File: config.mk
export PLATFORM = sky130hd
export DESIGN_NAME = echo_arbiter
export DESIGN_NICKNAME = d
export VERILOG_FILES = /design/src/rtl/echo_arbiter.sv
export SDC_FILE = /design/constraint.sdc
export NUM_CORES = 1
export LEC_CHECK = 0
export CORE_UTILIZATION = 51
export CTS_BUF_LIST = sky130_fd_sc_hd__clkbuf_16
export DETAILED_ROUTE_END_ITERATION = 8
export GPL_ROUTABILITY_DRIVEN = 0
export GPL_TIMING_DRIVEN = 0
export HOLD_SLACK_MARGIN = 0.1
export PLACE_DENSITY = 0.87
export SYNTH_ARGS = -nofsm -noshare
export SYNTH_HDL_FRONTEND = slang
export SYNTH_SLANG_ARGS = --single-unit
export TNS_END_PERCENT = 50
File: constraint.sdc
create_clock -name clk -period 4.05 [get_ports clk]
set_input_delay 0.6075 -clock clk [delete_from_list [all_inputs] [get_ports clk]]
set_output_delay 0.6075 -clock clk [all_outputs]
set_load 0.01 [all_outputs]
File: src/rtl/echo_arbiter.sv
// echo_arbiter
// Shares one sound channel between a live request stream and a delayed echo
// stream. Live note-on events take the channel immediately. Echo events are
// buffered in a 4-entry FIFO and replayed only while live is idle, with at
// least GAP_CYCLES cycles between successive replays.
//
// Ports
//   clk, reset              rising-edge clock, synchronous active-high reset
//   en                      clock enable; low holds everything, pulses read 0
//   live_on/note/vel/pb     live request tuple (1/7/7/9 bits)
//   echo_on/note/vel/pb     delayed echo tuple (1/7/7/9 bits)
//   ch_on/note/vel/pb       tuple driven to the shared channel (registered)
//   ch_trig                 one-cycle pulse when a new tuple is driven
//   owner                   0 = live owns the channel, 1 = echo owns it
//   echo_drop               one-cycle pulse when an echo is lost (queue full)
//   q_count                 echo queue occupancy, 0..4
//
// state | meaning
// ------+---------------------------------------------------------------
// IDLE  | channel free; a live note-on wins, otherwise pop a queued echo
// LIVE  | live owns the channel until a live note-off is driven
// GAP   | echo just replayed; spacing counter runs, live note-on preempts

module echo_arbiter #(
    parameter int GAP_CYCLES = 16,
    parameter int QDEPTH     = 4
) (
    input  logic       clk,
    input  logic       reset,
    input  logic       en,
    input  logic       live_on,
    input  logic [6:0] live_note,
    input  logic [6:0] live_vel,
    input  logic [8:0] live_pb,
    input  logic       echo_on,
    input  logic [6:0] echo_note,
    input  logic [6:0] echo_vel,
    input  logic [8:0] echo_pb,
    output logic       ch_on,
    output logic [6:0] ch_note,
    output logic [6:0] ch_vel,
    output logic [8:0] ch_pb,
    output logic       ch_trig,
    output logic       owner,
    output logic       echo_drop,
    output logic [2:0] q_count
);

    typedef enum logic [1:0] {S_IDLE, S_LIVE, S_GAP} state_t;

    localparam logic [7:0] GAP_LAST = 8'(GAP_CYCLES - 1);
    localparam logic [2:0] Q_FULL   = 3'(QDEPTH);

    state_t      state;
    logic [7:0]  gap_cnt;
    logic [23:0] live_prev;
    logic [23:0] echo_prev;
    logic [23:0] mem [0:3];
    logic [1:0]  wr_ptr;
    logic [1:0]  rd_ptr;
    logic        trig_q;
    logic        drop_q;

    logic [23:0] live_tup;
    logic [23:0] echo_tup;
    logic        live_evt;
    logic        live_start;
    logic        echo_evt;
    logic        pop;
    logic        drop;
    logic        do_push;

    assign live_tup   = {live_on, live_note, live_vel, live_pb};
    assign echo_tup   = {echo_on, echo_note, echo_vel, echo_pb};
    assign live_evt   = (live_tup != live_prev);
    assign live_start = live_evt && live_on;
    assign echo_evt   = (echo_tup != echo_prev);

    // Pop only from IDLE and only when live is not claiming the channel.
    assign pop     = (state == S_IDLE) && !live_start && (q_count != 3'd0);
    // A simultaneous pop frees a slot, so a full queue only drops without one.
    assign drop    = echo_evt && (q_count == Q_FULL) && !pop;
    assign do_push = echo_evt && !drop;

    // Pulses are gated by en so they read 0 for the whole disabled cycle.
    assign ch_trig   = trig_q & en;
    assign echo_drop = drop_q & en;

    // Queue storage needs no reset: the pointers and count define validity.
    always_ff @(posedge clk) begin
        if (!reset && en && do_push) begin
            mem[wr_ptr] <= echo_tup;
        end
    end

    always_ff @(posedge clk) begin
        if (reset) begin
            state     <= S_IDLE;
            gap_cnt   <= 8'd0;
            live_prev <= 24'd0;
            echo_prev <= 24'd0;
            wr_ptr    <= 2'd0;
            rd_ptr    <= 2'd0;
            q_count   <= 3'd0;
            ch_on     <= 1'b0;
            ch_note   <= 7'd0;
            ch_vel    <= 7'd0;
            ch_pb     <= 9'd0;
            owner     <= 1'b0;
            trig_q    <= 1'b0;
            drop_q    <= 1'b0;
        end else if (!en) begin
            trig_q <= 1'b0;
            drop_q <= 1'b0;
        end else begin
            live_prev <= live_tup;
            echo_prev <= echo_tup;
            trig_q    <= 1'b0;
            drop_q    <= drop;

            if (do_push) begin
                wr_ptr <= wr_ptr + 2'd1;
            end
            if (pop) begin
                rd_ptr <= rd_ptr + 2'd1;
            end
            q_count <= q_count + {2'd0, do_push} - {2'd0, pop};

            case (state)
                S_IDLE: begin
                    if (live_start) begin
                        {ch_on, ch_note, ch_vel, ch_pb} <= live_tup;
                        trig_q <= 1'b1;
                        owner  <= 1'b0;
                        state  <= S_LIVE;
                    end else if (pop) begin
                        {ch_on, ch_note, ch_vel, ch_pb} <= mem[rd_ptr];
                        trig_q  <= 1'b1;
                        owner   <= 1'b1;
                        gap_cnt <= 8'd0;
                        state   <= S_GAP;
                    end
                end
                S_LIVE: begin
                    if (live_evt) begin
                        {ch_on, ch_note, ch_vel, ch_pb} <= live_tup;
                        trig_q <= 1'b1;
                        if (!live_on) begin
                            state <= S_IDLE;
                        end
                    end
                end
                S_GAP: begin
                    if (live_start) begin
                        {ch_on, ch_note, ch_vel, ch_pb} <= live_tup;
                        trig_q  <= 1'b1;
                        owner   <= 1'b0;
                        gap_cnt <= 8'd0;
                        state   <= S_LIVE;
                    end else if (gap_cnt == GAP_LAST) begin
                        gap_cnt <= 8'd0;
                        state   <= S_IDLE;
                    end else begin
                        gap_cnt <= gap_cnt + 8'd1;
                    end
                end
                default: begin
                    state <= S_IDLE;
                end
            endcase
        end
    end

endmodule

==> results.md <==
* Initial antenna violation count at 0
* CP startpoint kind: input port
* Synth unique cells at 56
* Design Power at around 0.0046 W
* Tcrit/Tclk final at 95.1%
* CTS clock-pin slew for the worst setup and hold paths at ~0.06 ns
* Pin count of the biggest net entering global routing at 17
* Slowest-stage cell, CP: buf_1
* Final #Nets at about 790
* Vias per inst at between 5 and 6
* Starting Density at 52.8%
* EDFF count, synth at 96
* Synthesized net count at between 600 and 700
* Bufs on Longest Clock Path at 2
* CTS tree: built
* Clk pwr share at around a third
* Clock Latency Late Sink at between 0.4 and 0.5 ns
* First-pass GRT wire length at 31.1 mm
* Share of synthesized registers carrying an async set or reset at 0%
* P_leak at 3.54 nW
* Highest clock rate at ~260 MHz
* Flop pwr share at 48.3%
* Antenna fix cells at 0
* Total track usage at between 20 and 30%
* I/O pin cnt at 81
* Vias in the first global route at around 5,800
* Post-CTS Hold Buffers at 0
* Sw frac at roughly 27%
* Net Sw Power at ~0.0012 W
* Internal power at 0.00336 W
* Met1 Use GR at 31.7%
* Worst ir drop on vdd at 0.344 mV
* Synth area leaders: edfxtp_1 (36%), dfxtp_1 (23%), mux2i_1 (8.8%)
* WP buf/inv at 4
* Met2 Track Usage GR at 42.8%
* Area leader, netlist: edfxtp_1
* Pwr/cell area at 469 nW/um^2
* CP Cell Sequence: clkdlybuf4s50_1 -> buf_1 -> buf_1 -> and2_1 -> clkdlybuf4s50_1
* Iteration count of the initial detailed-routing pass at 5
* Post-route DRC at 0
* Critical Path RT at approximately 3.4 ns
* Logic pwr share at 18.5%
* Final setup skew at 0.00956 ns
* FF+latch count, synth at between 150 and 200
* Most frequent cells in the layout: edfxtp_1 (96), dfxtp_1 (94), clkdlybuf4s50_1 (79)
* Layout area overhead at 20.9%
* Dpl cells at 918
* Syn Inst Count at 620
* Worst path max stage delay at 0.67 ns
* Crit path max-delay family: buffers and inverters
* Site Rows at 45
* Pre-CTS setup slack at -0.158 ns
* Synth Area per Inst at 13.0 sq um
* Chip Height at between 100 and 150 um
* Post-synthesis sequential area ratio at 58.9%
* H-tree depth at 4
* Placed cell areas at 9250 sq um
* Fin area at between 9000 and 10,000 sq um
* DRT iter0 DRCs at 563
* Worst Hold Class: reg2reg
* Die area at between 15,000 and 20,000 sq um
* Layout cells sized above 1 at 10.7%
* Commonest non-fill, non-tap cell in the layout: edfxtp_1
* Grt met3 use at 4.72%
* Setup repair bufs after CTS at 0
* Synth Warn # at 0
* Worst path arrival time at 3.24 ns
* Worst Path Max Fanout at 10
* Final hold vios at 0
* Synthesized area at 8090 sq um
* Post-Layout Cell Count at 949
* CTS buffer count at 17
* Global route overflow at 0
* Total clock sinks at between 150 and 200
* CTS resizes at 0
* Worst slew pin tran at 1.02 ns
* Headroom to the max-slew limit at about a third
* Root Buffer: clkbuf_16
* Hpwl dp at 14.0 mm
* # setup viols final at 0
* Floorplan die width at approximately 130 um
* Antenna violation net count after detailed routing at 0
* IO Port Bufs at 79
* Critical path start-end classification: in2out
* Vias at between 5,000 and 6,000
* Final worst slack at 0.200 ns
* Hold slack at just under 0.5 ns
* Status: complete, no violations
* Final WL at 19.7 mm
* RSZ-0062 raised after global routing: no
* CP endpoint kind: primary output
* Primary FF master, synth: edfxtp_1
* Core Area at 15,300 sq um
* Area share of the largest cell type after synthesis at 35.6%
* Final Critical Period at 3.85 ns
* Fin. max-slew vios at 0
* Drt wl/cell at 20.8 um
* Grt peak-use layer: met2
* Max_cap viols at 0
[routing by layer]
metal  vias to the layer above  wire (um)
met5                         -          0
met4                         0        727
met3                        70       1240
met2                       278       9680
met1                      2774       8070
li1                       2510          -
[kinds of logic after synthesis]
logic type	after synthesis	synth area share, %
xor gates and xnor gates	50	5.41
muxes	97	15.7
DFF	190	58.9
and+or+nand+nor	142	8.63
adders and majority gates	12	1.95
buffers and inverters	48	2.51
AOI/OAI and AO/OA	81	6.85
[worst paths after layout]
path                 startpoint            end  slack, ns  cells past startpoint
hold / removal    live_prev[23]  live_prev[23]       0.49                      2
hold reg to reg   live_prev[23]  live_prev[23]       0.49                      2
setup / recovery             en      echo_drop       0.20                      5
setup reg to reg   echo_prev[5]     q_count[2]       0.64                     15
[power groups by stage]
stage	Clock [W]	Combinational, W	Sequential, W
after detailed placement	0	0.000828	0.00226
after floorplan	0	0.000480	0.00226
after global placement	0	0.000791	0.00225
after CTS	0.00153	0.000839	0.00222
after global routing	0.00161	0.000907	0.00223
final	0.00152	0.000848	0.00222
[through the flow]
step	utilization [%]	TNS, ns
floorplan	-	0
global placement	59.7	-160.14
detailed placement	60.4	-0.158
CTS	63.9	0
global route	63.9	0
finish	63.9	0
[layout make-up]
class | count | area, sq um
flip-flops and latches | 190 | 4760
clock buffers | 17 | 425
fillers | 1095 | 5530
multi-input cells | 382 | 3140
repair buffers | 87 | 881
well taps | 211 | 264
plain buffers | 34 | 150
clock inverters | 14 | 104
inverters | 14 | 52.6
[sequential cells by signal, summed over array words and instances (netlist names), 2 cells and up, named ones only]
signal	flops
mem	96
echo_prev	24
live_prev	24
ch_pb	9
gap_cnt	8
ch_note	7
ch_vel	7
q_count	3
rd_ptr	2
state	2
wr_ptr	2
[synth_stat cells (5+ instances only)]
cell	number
edfxtp_1	96
inv_1	13
a211oi_1	10
or3_1	5
nand3_1	11
mux2i_1	71
nor3_1	6
a21oi_1	24
o21ai_0	17
ha_1	11
mux4_2	24
xnor2_1	18
o31ai_1	5
dfxtp_1	94
nor2_1	69
nand2_1	9
a31oi_1	5
xor2_1	32
nand4_1	8
buf_1	7
nor4_1	10
clkbuf_1	20
[worst reg2reg max path, delay by kind of cell, from the launching register on]
kind                       cells  cell delay (ns)
buffers and inverters          3             0.19
and+or+nand+nor                6             1.61
xor gates and xnor gates       3             0.45
DFF                            1             0.33
adders and majority gates      3             0.71
Note: power is estimated with default switching activity, not from simulation.
